## config.mk

```make
export PLATFORM = sky130hd
export DESIGN_NAME = if_fetch_stage
export DESIGN_NICKNAME = d
export VERILOG_FILES = /design/src/rtl/if_fetch_stage.sv
export SDC_FILE = /design/constraint.sdc
export NUM_CORES = 1
export LEC_CHECK = 0
export ABC_AREA = 1
export ABC_CLOCK_PERIOD_IN_PS = 2900
export CORE_UTILIZATION = 44
export CTS_CLUSTER_DIAMETER = 40
export DETAILED_ROUTE_END_ITERATION = 12
export GPL_TIMING_DRIVEN = 0
export PLACE_DENSITY = 0.78
export SYNTH_ARGS = -nofsm -noshare
export SYNTH_HDL_FRONTEND = slang
export SYNTH_SLANG_ARGS = --single-unit
```

## constraint.sdc

```tcl
create_clock -name clk -period 2.9 [get_ports clk]
set_input_delay 0.87 -clock clk [delete_from_list [all_inputs] [get_ports clk]]
set_output_delay 0.87 -clock clk [all_outputs]
set_load 0.02 [all_outputs]
```

## src/rtl/if_fetch_stage.sv

```systemverilog
// if_fetch_stage: instruction fetch with PC, redirect/stall handling and IF/ID pipeline register
module if_fetch_stage #(
  parameter int          MEM_BYTES = 400,
  parameter logic [31:0] RESET_PC  = 32'h0000_0000,
  parameter logic [31:0] NOP       = 32'h0000_0000
) (
  input  logic        clk,
  input  logic        rst,
  input  logic        stall,
  input  logic        br_taken,
  input  logic [31:0] br_target,
  input  logic        jmp,
  input  logic [31:0] jmp_target,
  output logic [31:0] imem_addr,
  input  logic [31:0] imem_data,
  output logic [31:0] ifid_instr,
  output logic [31:0] ifid_pc4,
  output logic        ifid_valid,
  output logic        halted,
  output logic        misalign_err,
  output logic [15:0] fetch_count
);
  typedef enum logic {RUN, HALT} state_t;
  localparam logic [31:0] LAST = 32'(MEM_BYTES - 4);
  state_t      state, state_n;
  logic [31:0] pc, pc_n, pc4, tgt, instr_n, pc4_n;
  logic        redir, valid_n, err_n;
  logic [15:0] cnt_n;
  assign imem_addr = pc;
  assign halted    = (state == HALT);
  assign pc4       = pc + 32'd4;
  assign redir     = jmp | br_taken;
  assign tgt       = jmp ? jmp_target : br_target;
  // next state and next IF/ID contents: redirect beats stall beats sequential fetch
  always_comb begin
    state_n = state;
    pc_n    = pc;
    instr_n = ifid_instr;
    pc4_n   = ifid_pc4;
    valid_n = ifid_valid;
    err_n   = misalign_err;
    cnt_n   = fetch_count;
    if (state == HALT) begin
      instr_n = NOP;
      valid_n = 1'b0;
    end else if (redir) begin
      instr_n = NOP;
      pc4_n   = 32'd0;
      valid_n = 1'b0;
      if (tgt[1:0] != 2'b00) begin
        err_n   = 1'b1;
        state_n = HALT;
      end else if (tgt > LAST) state_n = HALT;
      else pc_n = tgt;
    end else if (!stall) begin
      instr_n = imem_data;
      pc4_n   = pc4;
      valid_n = 1'b1;
      cnt_n   = fetch_count + {15'b0, ~&fetch_count};
      state_n = (pc4 > LAST) ? HALT : RUN;
      pc_n    = (pc4 > LAST) ? pc : pc4;
    end
  end
  // state, PC and IF/ID registers with synchronous reset
  always_ff @(posedge clk) begin
    if (rst) begin
      state        <= RUN;
      pc           <= RESET_PC;
      ifid_instr   <= NOP;
      ifid_pc4     <= 32'd0;
      ifid_valid   <= 1'b0;
      misalign_err <= 1'b0;
      fetch_count  <= 16'd0;
    end else begin
      state        <= state_n;
      pc           <= pc_n;
      ifid_instr   <= instr_n;
      ifid_pc4     <= pc4_n;
      ifid_valid   <= valid_n;
      misalign_err <= err_n;
      fetch_count  <= cnt_n;
    end
  end
endmodule

```

After elaboration in Yosys (flattened, before gate mapping)

Cells that the tools add are included.

Output and inout bits: 115
Input bits: 101
Register bits: 115
Logic and storage cells: 41

Add/sub/neg operators: 2
Magnitude comparators: 2
Reduce and logical (&&, ||, !) cells: 8
Equality and inequality tests: 4
Bitwise operators: 4
Muxes and demuxes: 14

Operators with widths:

| cell                    | number |
|---|---|
| $mux W32                | 8 |
| $gt A32 B9 Y1 const B   | 2 |
| $add A32 B3 Y32 const B | 1 |
| $add A16 B1 Y16         | 1 |
| $reduce_and A16 Y1      | 1 |
| $mux W1                 | 6 |
| $ne A2 B2 Y1 const B    | 3 |
| $reduce_and A3 Y1       | 2 |
| $reduce_and A5 Y1       | 1 |
| $not A1 Y1              | 3 |
| $reduce_or A3 Y1        | 1 |
| $ne A2 B1 Y1 const B    | 1 |
| $reduce_and A2 Y1       | 1 |
| $reduce_bool A2 Y1      | 1 |
| $logic_not A1 Y1        | 1 |
| $or A1 B1 Y1            | 1 |

Longest topological paths before layout

Word-level depth: 6
Depth in mapped cells: 17
Depth with buffers taken out: 16

Worst setup path after synthesis

Ideal clock, no wire load.

Kind: input-to-reg
Start: input port jmp
End: register pc[6] (netlist: imem_addr[6])
Library setup time: 115 ps
Buffers on the path: 3
Data required time: 2,785 ps
Slack: 352 ps
Stages: 11
Arrival: 2,432 ps
Path through: buf_4 > clkbuf_1 > mux2i_1 > nand4_1 > nor2_1 > nand3_1 > a21oi_2 > buf_4 > nand3_1 > nand2_1 > nor2_1

Cells in the longest elaborated chain, start to end: 4
Elaborated cells on any way between the ends: 12
Classes of those cells: 1 x order compare; 4 x eq/ne; 4 x mux; 1 x bitwise; 2 x reduce/logical

RTL lines:

| item                                                           | RTL line | source |
|---|---|---|
| from (decl)                                                    | 12       | `input logic jmp,` |
| $mux W32                                                       | 33       | `assign tgt = jmp ? jmp_target : br_target;` |
| $gt A32 B9 Y1, or another cell as far along                    | 53       | `end else if (tgt > LAST) state_n = HALT;` |
| $ne A2 B2 Y1 (no line) / $mux W32 (equally long branches)      | n/a      |  |
| $reduce_and A5 Y1 (no line) / $mux W32 (equally long branches) | n/a      |  |
| to (signal assigned)                                           | 76       | `pc <= pc_n;` |
| to (decl)                                                      | 26       | `logic [31:0] pc, pc_n, pc4, tgt, instr_n, pc4_n;` |

Parallel ways exist; a longest one is shown, timed or not. The select of a mux whose other input is x is not followed.
A chain may end at the register's enable or synchronous reset.

Worst setup path in the final report

Start: register pc[2] (netlist: imem_addr[2])
End: register pc[22] (netlist: imem_addr[22])

Cells in the longest elaborated chain, start to end: 4
Elaborated cells on any way between the ends: 7
Classes of those cells: 1 x add/sub; 1 x order compare; 1 x eq/ne; 3 x mux; 1 x reduce/logical

RTL lines:

| item                                                           | RTL line | source |
|---|---|---|
| $add A32 B3 Y32 (*)                                            | 31       | `assign pc4 = pc + 32'd4;` |
| $gt A32 B9 Y1 / $mux W32 (equally long branches)               | 61       | `pc_n = (pc4 > LAST) ? pc : pc4;` |
| $ne A2 B2 Y1 (no line) / $mux W32 (equally long branches)      | n/a      |  |
| $reduce_and A5 Y1 (no line) / $mux W32 (equally long branches) | n/a      |  |

Mark *: on every way between the ends. The rest lies on a longest branch, timed or not. The select of a mux whose other input is x is not followed.

==> metrics.csv <==
stage,metric,value,unit
synth,Avg Inst Size Synth,6.67,um^2
timing,final worst path period need,2.67,ns
power,register share of total power,0.404,
die,Starting Density,0.459,
cells_and_area,Nets,1181,
die,row count,40,
clock_tree,post-CTS sizing,0,
cells_and_area,layout cell share with drive strength beyond 1,0.0643,
clock_tree,CTS Buf Count,17,
power,Static Leak,3.23,nW
clock_tree,clock-pin slew on the worst setup and hold paths,0.05,ns
cells_and_area,most frequent cells in the layout,"nand2_1 (293), clkdlybuf4s50_1 (213), nor2_1 (117), dfxtp_1 (115), a21oi_1 (84)",
routing,DRC,0,
critical_path,Worst path max stage delay,0.43,ns
power,clock network fraction of design power,0.495,
cells_and_area,Layout Area Growth over Synthesis,52.0,%
synth,Post-Syn Instances,844,
power,Pint,3.07,mW
clock_tree,clk sinks,115,
critical_path,critical path capture point type,flop,
die,core area,12300,um^2
die,die area,13300,um^2
routing,post-route ant nets,0,
critical_path,WP data required,3.18,ns
clock_tree,CTS Hold Bufs,0,
power,sw frac,0.234,
run,Max-Cap Viols,0,
critical_path,Worst Setup Start Kind,flop,
cells_and_area,Register Area,2300,um^2
timing,slew at the pin closest to its max-slew limit,0.590,ns
critical_path,Critical Path AT,2.94,ns
timing,Fin Setup TNS,0,ns
clock_tree,H-tree levels,4,
synth,Yosys Warn Count,0,
timing,Final setup viols,0,
routing,DR vias,6304,
synth,Seq cells post-synth,115,
die,IO Pins,216,
routing,WL met1,8080,um
timing,hold_ws,0.454,ns
power,peak supply drop,0.000398,V
die,Die Ht,115,um
place,post-DP HPWL,13800,um
synth,Post-Syn Area,5630,um^2
routing,Total Wirelength,18000,um
clock_tree,Clock Tree Root,clkbuf_16,
place,RePlAce Congestion,0.945,
synth,"area leader, netlist",dfxtp_1,
synth,sequential element share of the synthesized area,0.409,
cells_and_area,"commonest non-fill, non-tap cell in the layout",nand2_1,
clock_tree,TritonCTS clock tree,yes,
routing,routed len/inst,14.4,um
cells_and_area,Finished Core Util,0.698,
grt,largest net degree at the start of global routing,17,
grt,GRT Util Overall,0.275,
timing,PnR worst setup slack,0.232,ns
power,Cell Pwr Density,468,nW/um^2
timing,Clock Skews,0.0112,ns
routing,First-pass DRT Iterations,5,
place,dpl ws,-0.259,ns
critical_path,CP max stage cell,dfxtp_1,
cells_and_area,n_diodes,0,
timing,Slew HR,0.607,
routing,Vias per Instance,5.02,
grt,first-pass GRT wire length,28200,um
clock_tree,Post-CTS Setup Bufs,0,
run_status,status,finished clean,
timing,RSZ-0062 raised after global routing,no,
place,PortBufs,213,
critical_path,worst path cell trace,"ha_1, nand3_2, inv_2, nand2_2, inv_2, nand4_1, o21ai_1, nand3_1, nor2_1, nand3_2, nand2_4, nand2_4, buf_6, nand2_1, nor2_1",
routing,Routed met2 length,8560,um
routing,DR iter-0 viols,292,
critical_path,Worst Setup Path Type,flop to flop,
timing,Final Max Tran Viols,0,
synth,synth unique cells,40,
cells_and_area,fillers,1050,
clock_tree,Max clock buf depth,2,
cells_and_area,Multi-input gate area,2990,um^2
timing,Fmax achieved,375,MHz
grt,number of global-route vias before repair,5767,
routing,WL met3,1020,um
synth,post-synth net total,949,
timing,period utilization,0.920,
power,combinational group share of total power,0.102,
worst_hold_path,worst hold path type,flop to flop,
power,P_sw,0.935,mW
timing,final hold vios,0,
die,Die Width,115,um
grt,initial antenna violation count,0,
synth,largest cells by area after synthesis,"dfxtp_1 (41%), nand2_1 (20%), nor2_1 (7.9%)",
grt,total grt overflow,0,
critical_path,peak fanout along the critical path,10,
clock_tree,Worst-Skew Late Latency,0.41,ns
routing,highest routed layer,met4,
synth,top cell type's share of synthesized area,0.409,
## flip-flops by register name, summed over array words and instances (netlist names)
register and cells:
ifid_pc4 32, misalign_err 1, ifid_instr 32, imem_addr 32, fetch_count 16, ifid_valid 1, halted 1
## power groups by stage
stage	Clock [mW]	Sequential [mW]	Combinational, mW
2_1_floorplan	0	1.66	0.164
3_3_place_gp	0	1.65	0.401
3_5_place_dp	0	1.65	0.404
4_1_cts	2.00	1.62	0.407
5_1_grt	2.07	1.62	0.441
6_report	1.98	1.62	0.407
## cell usage after synthesis, drive strengths merged
cell / instances
xor2: 13
o22a: 2
nor4: 2
and2: 1
o21a: 3
a2bb2oi: 2
a31oi: 2
o221ai: 3
ha: 4
mux2i: 4
nand3: 44
o21ai: 10
or2: 7
clkbuf: 26
buf: 10
and3: 2
xnor2: 1
nor2: 130
inv: 45
nand4: 15
clkinv: 2
dfxtp: 115
a21oi: 85
nand2: 296
nand3b: 7
o21bai: 1
nor3: 12
## layout make-up
cell class / count / share of cell area
clock inverter: 8 / 0.00892
timing repair buffer: 213 / 0.249
tap: 168 / 0.0246
buffer: 36 / 0.0205
clock buffer: 24 / 0.0574
multi-input combinational: 646 / 0.350
inverter: 47 / 0.0209
sequential: 115 / 0.269
## worst max-delay path: cells and delay by family (launching register included)
kind                     cells  cell delay [ns]
flip-flops                   1             0.43
buffers and inverters        3             0.42
AND/OR/NAND/NOR             10             1.19
AO/OA/AOI/OAI                1             0.26
adder cells (fa/ha/maj)      1             0.24
## worst paths after layout
| kind | startpoint | end | slack (ns) | cells after the start |
|---|---|---|---|---|
| worst min register to register | ifid_instr[29] | ifid_instr[29] | 0.45 | 2 |
| worst min-delay path | ifid_instr[29] | ifid_instr[29] | 0.45 | 2 |
| worst max register to register | imem_addr[2] | imem_addr[22] | 0.23 | 15 |
| worst max-delay path | imem_addr[2] | imem_addr[22] | 0.23 | 15 |
## per-stage QoR
stage               cells  power (mW)  instance area (um^2)
finish               1257        4.00                  8560
global route         1257        4.13                  8560
floorplan             844        1.83                  5630
global placement     1225        2.05                  7980
detailed placement   1225        2.05                  7980
CTS                  1257        4.02                  8540
## routing by layer
metal	vias to the layer above	track usage
met5	-	0
li1	3190	-
met2	189	0.458
met4	0	0.117
met1	2893	0.346
met3	32	0.0559
## kinds of logic (layout without fill, tap and decap cells)
kind of cell	after synthesis	count (layout)	synth area share
compound gates	108	108	0.104
buf+inv	83	328	0.0629
flops	115	115	0.409
simple gates	516	516	0.387
mux	4	4	0.00711
fa+ha+maj	4	4	0.00889
xor+xnor	14	14	0.0218
No activity file was read; power rests on OpenSTA's default activity.
